### src/rtl/session_pkg.sv
// rtl/session_pkg.sv - shared state codes and width defaults for session_ctrl
package session_pkg;

    localparam int BLK_W_DEF      = 64;
    localparam int KEY_W_DEF      = 164;
    localparam int DEPTH_DEF      = 8;
    localparam int CIPHER_LAT_DEF = 3;

    // Enum values double as the externally visible mode codes.
    typedef enum logic [2:0] {
        ST_IDLE   = 3'd0,
        ST_KEYGEN = 3'd1,
        ST_READY  = 3'd2,
        ST_STREAM = 3'd3,
        ST_DRAIN  = 3'd4
    } state_t;

endpackage

### src/rtl/sync_fifo.sv
// rtl/sync_fifo.sv - show-ahead synchronous FIFO with occupancy count
module sync_fifo #(
    parameter int W     = 64,
    parameter int DEPTH = 8
) (
    input  logic                   clk,
    input  logic                   rst,
    input  logic                   i_push,
    input  logic [W-1:0]           i_data,
    input  logic                   i_pop,
    output logic [W-1:0]           o_data,
    output logic [$clog2(DEPTH):0] o_count
);
    localparam int AW = $clog2(DEPTH);

    logic [W-1:0]  r_mem [DEPTH];
    logic [AW-1:0] r_wr_ptr;
    logic [AW-1:0] r_rd_ptr;
    logic [AW:0]   r_count;
    logic          w_push;
    logic          w_pop;

    assign w_push  = i_push && (r_count != (AW+1)'(DEPTH));
    assign w_pop   = i_pop && (r_count != '0);
    assign o_data  = r_mem[r_rd_ptr];
    assign o_count = r_count;

    // Pointer and occupancy bookkeeping; push and pop together leave count unchanged.
    always_ff @(posedge clk) begin
        if (rst) begin
            r_wr_ptr <= '0;
            r_rd_ptr <= '0;
            r_count  <= '0;
        end else begin
            if (w_push) r_wr_ptr <= r_wr_ptr + AW'(1);
            if (w_pop)  r_rd_ptr <= r_rd_ptr + AW'(1);
            r_count <= r_count + (AW+1)'(w_push) - (AW+1)'(w_pop);
        end
    end

    // Storage array; head entry is never overwritten while occupied.
    always_ff @(posedge clk) begin
        if (w_push) r_mem[r_wr_ptr] <= i_data;
    end

endmodule

### src/rtl/session_ctrl.sv
// rtl/session_ctrl.sv - session key handshake and ECB/CBC block streaming around a fixed-latency cipher core
module session_ctrl import session_pkg::*; #(
    parameter int BLK_W      = BLK_W_DEF,
    parameter int KEY_W      = KEY_W_DEF,
    parameter int DEPTH      = DEPTH_DEF,
    parameter int CIPHER_LAT = CIPHER_LAT_DEF
) (
    input  logic               clk,
    input  logic               rst,
    input  logic               start,
    input  logic               is_encrypt,
    input  logic               cbc_en,
    input  logic [BLK_W-1:0]   iv,
    output logic               ecc_start,
    input  logic               ecc_done,
    input  logic [2*KEY_W-1:0] ecc_sk,
    output logic               cip_valid,
    output logic [BLK_W-1:0]   cip_in,
    output logic [2*KEY_W-1:0] cip_key,
    output logic               cip_encrypt,
    input  logic [BLK_W-1:0]   cip_out,
    input  logic               in_valid,
    output logic               in_ready,
    input  logic [BLK_W-1:0]   in_data,
    input  logic               in_last,
    output logic               out_valid,
    input  logic               out_ready,
    output logic [BLK_W-1:0]   out_data,
    output logic               key_valid,
    output logic               err,
    output logic [2:0]         mode
);
    localparam int CW = $clog2(DEPTH) + 1;
    // All pipe stages except the tail, which is delivering its result this cycle.
    localparam logic [CIPHER_LAT-1:0] HEAD_MASK = {CIPHER_LAT{1'b1}} >> 1;

    state_t               r_state;
    state_t               w_state_nxt;
    logic                 r_enc;
    logic                 r_cbc;
    logic                 r_ecc_start;
    logic                 r_err;
    logic                 r_key_valid;
    logic [2*KEY_W-1:0]   r_key;
    logic [BLK_W-1:0]     r_chain;
    logic                 r_cip_valid;
    logic [BLK_W-1:0]     r_cip_in;
    logic [BLK_W-1:0]     r_cip_x;
    logic [CIPHER_LAT-1:0] r_vpipe;
    logic [BLK_W-1:0]     r_xpipe [CIPHER_LAT];
    logic [CW-1:0]        r_inflight;
    logic [CW-1:0]        w_count;
    logic [CW:0]          w_total;
    logic                 w_start_ok;
    logic                 w_key_ok;
    logic                 w_key_bad;
    logic                 w_cbc_enc;
    logic                 w_cbc_dec;
    logic                 w_tail;
    logic                 w_busy;
    logic                 w_acc;
    logic                 w_pop;
    logic [BLK_W-1:0]     w_chain;
    logic [BLK_W-1:0]     w_push_data;

    assign w_start_ok = start && (r_state == ST_IDLE || r_state == ST_READY);
    assign w_key_ok   = (r_state == ST_KEYGEN) && ecc_done && (ecc_sk != '0);
    assign w_key_bad  = (r_state == ST_KEYGEN) && ecc_done && (ecc_sk == '0);
    assign w_cbc_enc  = r_cbc && r_enc;
    assign w_cbc_dec  = r_cbc && !r_enc;
    assign w_tail     = r_vpipe[CIPHER_LAT-1];
    assign w_busy     = r_cip_valid || (|(r_vpipe & HEAD_MASK));
    assign w_total    = {1'b0, w_count} + {1'b0, r_inflight};
    assign in_ready   = (r_state == ST_STREAM) && (w_total < (CW+1)'(DEPTH)) &&
                        !(w_cbc_enc && w_busy);
    assign w_acc      = in_valid && in_ready;
    // CBC encrypt accepts the next block in the cycle the previous ciphertext emerges.
    assign w_chain     = (w_cbc_enc && w_tail) ? cip_out : r_chain;
    assign w_push_data = w_cbc_dec ? (cip_out ^ r_xpipe[CIPHER_LAT-1]) : cip_out;
    assign out_valid   = (w_count != '0);
    assign w_pop       = out_valid && out_ready;

    assign ecc_start   = r_ecc_start;
    assign err         = r_err;
    assign key_valid   = r_key_valid;
    assign cip_key     = r_key;
    assign cip_encrypt = r_enc;
    assign cip_valid   = r_cip_valid;
    assign cip_in      = r_cip_in;
    assign mode        = r_state;

    // Session state register.
    always_ff @(posedge clk) begin
        if (rst) r_state <= ST_IDLE;
        else     r_state <= w_state_nxt;
    end

    // Next-state decode for the session lifecycle.
    always_comb begin
        w_state_nxt = r_state;
        case (r_state)
            ST_IDLE:   if (start) w_state_nxt = ST_KEYGEN;
            ST_KEYGEN: begin
                if (w_key_ok)       w_state_nxt = ST_READY;
                else if (w_key_bad) w_state_nxt = ST_IDLE;
            end
            ST_READY:  if (start) w_state_nxt = ST_STREAM;
            ST_STREAM: if (w_acc && in_last) w_state_nxt = ST_DRAIN;
            ST_DRAIN:  if (r_inflight == '0 && w_count == '0) w_state_nxt = ST_READY;
            default:   w_state_nxt = ST_IDLE;
        endcase
    end

    // Session parameters, key latch, handshake pulses and the CBC chaining value.
    always_ff @(posedge clk) begin
        if (rst) begin
            r_ecc_start <= 1'b0;
            r_err       <= 1'b0;
            r_key_valid <= 1'b0;
            r_key       <= '0;
            r_enc       <= 1'b0;
            r_cbc       <= 1'b0;
            r_chain     <= '0;
        end else begin
            r_ecc_start <= start && (r_state == ST_IDLE);
            r_err       <= w_key_bad;
            if (w_start_ok) begin
                r_enc <= is_encrypt;
                r_cbc <= cbc_en;
            end
            if (w_key_ok) begin
                r_key       <= ecc_sk;
                r_key_valid <= 1'b1;
            end else if (w_key_bad) begin
                r_key_valid <= 1'b0;
            end
            if (w_start_ok)                r_chain <= iv;
            else if (w_cbc_enc && w_tail)  r_chain <= cip_out;
            else if (w_cbc_dec && w_acc)   r_chain <= in_data;
        end
    end

    // In-flight tracking: valid shift register mirrors the core latency.
    always_ff @(posedge clk) begin
        if (rst) begin
            r_cip_valid <= 1'b0;
            r_vpipe     <= '0;
            r_inflight  <= '0;
        end else begin
            r_cip_valid <= w_acc;
            r_vpipe[0]  <= r_cip_valid;
            for (int i = 1; i < CIPHER_LAT; i++) r_vpipe[i] <= r_vpipe[i-1];
            r_inflight  <= r_inflight + CW'(w_acc) - CW'(w_tail);
        end
    end

    // Block datapath: core input plus the previous ciphertext riding alongside for CBC decrypt.
    always_ff @(posedge clk) begin
        if (w_acc) begin
            r_cip_in <= w_cbc_enc ? (in_data ^ w_chain) : in_data;
            r_cip_x  <= r_chain;
        end
        r_xpipe[0] <= r_cip_x;
        for (int i = 1; i < CIPHER_LAT; i++) r_xpipe[i] <= r_xpipe[i-1];
    end

    sync_fifo #(
        .W     (BLK_W),
        .DEPTH (DEPTH)
    ) u_fifo (
        .clk     (clk),
        .rst     (rst),
        .i_push  (w_tail),
        .i_data  (w_push_data),
        .i_pop   (w_pop),
        .o_data  (out_data),
        .o_count (w_count)
    );

endmodule

### config.mk
export PLATFORM = sky130hd
export DESIGN_NAME = session_ctrl
export DESIGN_NICKNAME = d
export VERILOG_FILES = /design/src/rtl/session_pkg.sv /design/src/rtl/sync_fifo.sv /design/src/rtl/session_ctrl.sv
export SDC_FILE = /design/constraint.sdc
export NUM_CORES = 2
export LEC_CHECK = 0
export ABC_CLOCK_PERIOD_IN_PS = 10400
export CAP_MARGIN = 25
export CORE_ASPECT_RATIO = 0.5
export CORE_MARGIN = 3
export CORE_UTILIZATION = 45
export CTS_BUF_LIST = sky130_fd_sc_hd__clkbuf_16
export CTS_CLUSTER_SIZE = 28
export DETAILED_ROUTE_END_ITERATION = 8
export PLACE_DENSITY = 0.72
export SYNTH_ARGS = -nofsm -noshare
export SYNTH_HDL_FRONTEND = slang
export SYNTH_HIERARCHICAL = 1
export SYNTH_SLANG_ARGS = --single-unit
export TNS_END_PERCENT = 10
### constraint.sdc
create_clock -name clk -period 10.4 [get_ports clk]
set_input_delay 2.6 -clock clk [delete_from_list [all_inputs] [get_ports clk]]
set_output_delay 2.6 -clock clk [all_outputs]
set_load 0.03 [all_outputs]
# Word level (Yosys, flattened, before mapping)
# Memories as Yosys holds them, arrays and structs flattened. A register that Yosys moved wholly into a read port is not among the register bits.
# Index checks and enable logic that the tools add are counted.
# word_totals
reg_bits	546
ramBits	704
input_bits	529
output_inout_bits	466
elab_cells	89
mem_count	2
# mem_list
name	depth	width	rd	rd_ports_with_merged_regs	write_ports	line_no	text
u_fifo.r_mem	8	64	1	1	1	sync_fifo.sv:16	logic [W-1:0] r_mem [DEPTH];
r_xpipe	3	64	3	0	3	session_ctrl.sv:50	logic [BLK_W-1:0] r_xpipe [CIPHER_LAT];
# classes
n_addsub	7
n_lt_le_gt_ge	1
eq_ne	10
mux	19
bitwise_logic	2
n_reduce_logical	32
# ops
op	n
$mux W64	6
$logic_not A328 Y1	1
$reduce_bool A328 Y1	1
$xor A64 B64 Y64	2
$mux W3	8
$logic_and A1 B1 Y1	18
$pmux W3 S5	1
$add A4 B1 Y4	2
$logic_not A4 Y1	2
$sub A4 B1 Y4	2
$add A3 B1 Y3 const B	2
$eq A3 B2 Y1 const B	2
$ne A2 B2 Y1 const B	3
$add A4 B4 Y5	1
$lt A5 B4 Y1 const B	1
$reduce_and A5 Y1	1
$mux W1	4
$ne A4 B4 Y1 const B	1
$reduce_bool A4 Y1	1
$eq A3 B1 Y1 const B	1
$eq A3 B3 Y1 const B	1
$logic_not A3 Y1	1
$ne A3 B3 Y1 const B	1
$reduce_bool A3 Y1	1
5 further kinds	7

# Depth between registers and ports, before layout
# depth
ltp_word	10
mapped_depth	12
ltp_nobuf	12

# Cells and area by module
# The synthesis kept the hierarchy.
# modules_own_cells
module	n_inst	cells_per_inst	area_per_inst_um2	seq_area_each_um2
session_ctrl	1	3478	30928.4	15855.2
sync_fifo	1	818	19895.3	15635.0

# Worst setup path after synthesis
# OpenSTA, ideal clock, no wires.
# synth_path
kind	reg-to-reg
start	reg u_fifo.r_count[2] (netlist: u_fifo/o_count[2])
end	mem u_fifo.r_mem[0][0], enable pin
setup_time_ns	0.644
arrival_ns	6.992
required_ns	9.756
setup_slack_ns	2.764
stages_incl_launch_ff	6
n_path_buf	0
synth_period_minus_slack_ns	7.636
cell_sequence	dfxtp_1 > inv_1 > ha_1 > or3b_2 > nand2_1 > nor4_1
# synth_between
elab_chain_cells	4
# synth_rtl
item	line_no	text
start, declared	sync_fifo.sv:19	logic [AW:0] r_count;
start signal, assigned	sync_fifo.sv:37	r_count <= r_count + (AW+1)'(w_push) - (AW+1)'(w_pop);
$ne A4 B4 Y1	sync_fifo.sv:23	assign w_push = i_push && (r_count != (AW+1)'(DEPTH));
$logic_and A1 B1 Y1	sync_fifo.sv:23	
$mux W1	sync_fifo.sv:43	if (w_push) r_mem[r_wr_ptr] <= i_data;
$mux W1 (implied by the code)	sync_fifo.sv:43	
end, declared	sync_fifo.sv:16	
# Every way passes these cells.

==> flow_summary.json <==
{
  "status": "finished clean",
  "globalplace.congestion": 0.950,
  "cts.hold.buffers_added": 0,
  "synth_edf_count": 640,
  "endpoint": "out_data[7]",
  "synth_seq_cells": 1253,
  "ir_worst_vdd_uv": 160,
  "cts_setup_buffers": 0,
  "wl_um": 171000,
  "ioPinCount": 995,
  "setup_tns_ns": 0,
  "dr.pass1.iters": 8,
  "final_layout_size_suffix_gt1_share_pct": 8.10,
  "rsz0062_at_grt": "no",
  "antenna_found_initial": 37,
  "async_flop_share_pct": 0,
  "setup.worst_path.start_class": "flip-flop",
  "grt_max_degree": 265,
  "power_leakage_nw": 22.6,
  "p_per_area_nw_per_um2": 166,
  "reg2reg_slack_ns": 6.32,
  "critPathMaxStageDelay_ns": 0.95,
  "clock_path_buffers": 3,
  "slew_violations": 0,
  "synthDistinctLibCells": 45,
  "hpwl_um": 115000,
  "core_um2": 111000,
  "syn-cell-area_um2": 50800,
  "via_per_inst": 5.62,
  "grt_remaining_overflow": 0,
  "ant_nets": 0,
  "clkSinkCount": 1253,
  "path_clk_slew_ns": 0.07,
  "initial_core_util_pct": 45.8,
  "cpMaxStageDelayCell": "dfxtp_4",
  "crit_family": "buffers and inverters",
  "clkLatencyLatePin_ns": 0.73,
  "path_max_fanout": 68,
  "crit_path_end_kind": "primary output",
  "portBuffers": 994,
  "crit_cells": 4,
  "syn_area_per_cell_um2": 11.8,
  "area_delta_synth_final_pct": 29.0,
  "period_needed_ns": 6.77,
  "cts_buffers": 106,
  "grt_pass1_wl_um": 248000,
  "wl_per_cell_um": 25.3,
  "yosysTopAreaCell": "edfxtp_1",
  "hold_violations": 0,
  "dieArea_um2": 117000,
  "h-tree-depth": 3,
  "synth.area.top_cells": "edfxtp_1 38%, dfxtp_1 24%, nand3_1 6.5%",
  "die_h_um": 244,
  "maxCapViolCount": 0,
  "final_core_utilization_pct": 59.0,
  "synth_top_cell_area_share_pct": 37.8,
  "setup_viol": 0,
  "max-slew-margin-rel_pct": 20.2,
  "hp-class": "flip-flop to flip-flop",
  "synth_ff_type": "edfxtp_1",
  "cts_resized": 0,
  "ys_seq_area_share_pct": 62.0,
  "cp_cell_sequence": "buf_4, mux4_2, mux2_2, clkdlybuf4s50_1",
  "critPathBufInv": 2,
  "required_ns": 7.80,
  "r2r_cells": 10,
  "via_count": 37900,
  "nets": 5672,
  "grt_pass1_vias": 37300,
  "max_freq_mhz": 148,
  "clock_skew_ns": 0.0453,
  "drt_iter0_markers": 3802,
  "path_class": "flip-flop to primary output",
  "die_x_um": 481,
  "r2r_end": "r_chain[28]$_SDFFE_PP0P_",
  "yosysWarnings": 6,
  "cts_tree": "yes",
  "rr_startpoint": "cip_encrypt$_SDFFE_PP0P_",
  "arrival_ns": 4.17,
  "drc": 0,
  "synth_cells": 4296,
  "grt_usage_pct": 28.1,
  "period_share_pct": 65.1,
  "worst_slew_pin_slew_ns": 1.20,
  "synth_nets": 4842,
  "root_buffer": "clkbuf_16",
  "rows": 86
}
final cells by class:
| type | count | area [um2] |
|---|---|---|
| multi-input cells | 2707 | 18000 |
| inverters | 16 | 65.1 |
| clock buffers | 113 | 2830 |
| diodes | 32 | 80.1 |
| fillers | 8869 | 45500 |
| well taps | 1496 | 1870 |
| repair buffers | 1042 | 10500 |
| clock inverters | 81 | 628 |
| flip-flops and latches | 1253 | 31500 |
state kept, by name (all words and copies together) (netlist names), 4 cells and up, named ones only:
signal / cells
r_chain: 64
u_fifo/r_mem: 512
cip_key: 328
r_cip_x: 64
r_inflight: 4
r_xpipe: 192
u_fifo/o_count: 4
cip_in: 64
where the power goes:
group	leakage [nW]	internal (W)	switching [W]
Clock	1.79	0.00213	0.00189
Sequential	10.8	0.00530	0.0000680
Combinational	10.0	0.000649	0.000841
worst min-delay path by stage:
stage	start	endpoint	slack (ns)	cells after the start
after floorplan	r_xpipe[0][36]$_DFF_P_	r_xpipe[0][100]$_DFF_P_	0.31	0
after detailed placement	r_xpipe[0][55]$_DFF_P_	r_xpipe[0][119]$_DFF_P_	0.31	0
after global routing	r_xpipe[0][13]$_DFF_P_	r_xpipe[0][77]$_DFF_P_	0.31	0
final	r_xpipe[0][13]$_DFF_P_	r_xpipe[0][77]$_DFF_P_	0.30	0
after global placement	r_xpipe[0][59]$_DFF_P_	r_xpipe[0][123]$_DFF_P_	0.31	0
after CTS	r_xpipe[0][13]$_DFF_P_	r_xpipe[0][77]$_DFF_P_	0.29	0
synth_stat cells, types with 2 or more instances:
cell	instances
inv_1	16
buf_6	11
nand3_1	661
edfxtp_1	640
nand2b_1	6
xnor2_1	131
a31o_2	2
a21o_1	2
nand2_1	597
dfxtp_1	613
nor4_1	87
nor2b_1	338
mux2i_1	3
nor2_1	86
buf_1	19
buf_4	3
buf_2	45
a21oi_1	76
a21boi_0	64
nand4_1	20
mux2_2	65
ha_1	15
nand3b_1	329
clkbuf_1	242
a31oi_1	3
a311o_1	64
nor3_1	8
or3_1	3
fa_1	2
o21ai_0	3
mux4_2	128
metal layers:
metal  track usage (%)  vias up  part of all wire, %
met4              13.0        6                  4.5
met1              36.2    18900                   40
met2              45.7     1469                   49
met5                 0        -                0.025
li1                  -    17200                    -
met3              5.57      323                  6.2
cells in the final DEF, fill, tap and decap left out, drive strengths merged, types with 86 or more instances in the layout:
cell,Yosys,routed
clkbuf,242,113
clkdlybuf4s50,0,993
dfxtp,613,613
edfxtp,640,640
mux4,128,128
nand2,597,597
nand3,661,661
nand3b,329,329
nor2,86,86
nor2b,338,338
nor4,87,87
xnor2,131,131
logic make-up after synthesis:
family	synth area share, %
multiplexers	7.17
AO/OA/AOI/OAI	3.15
buffers and inverters	2.78
flip-flops	62.0
XOR/XNOR	2.27
AND/OR/NAND/NOR	22.2
adder cells (fa/ha/maj)	0.448
metrics by stage:
stage / setup WS [ns] / cells / hold WS, ns / total power [W] / cell area (um2)
final: 3.63 / 6740 / 0.298 / 0.0109 / 65500
after global routing: 3.49 / 6736 / 0.313 / 0.0112 / 65500
after CTS: 3.56 / 6703 / 0.289 / 0.0109 / 65300
after detailed placement: 3.56 / 6509 / 0.312 / 0.00696 / 61900
after global placement: 2.92 / 6506 / 0.310 / 0.00694 / 61800
after floorplan: 2.76 / 4296 / 0.310 / 0.00624 / 50800
Power figures use the tool's default switching activity.
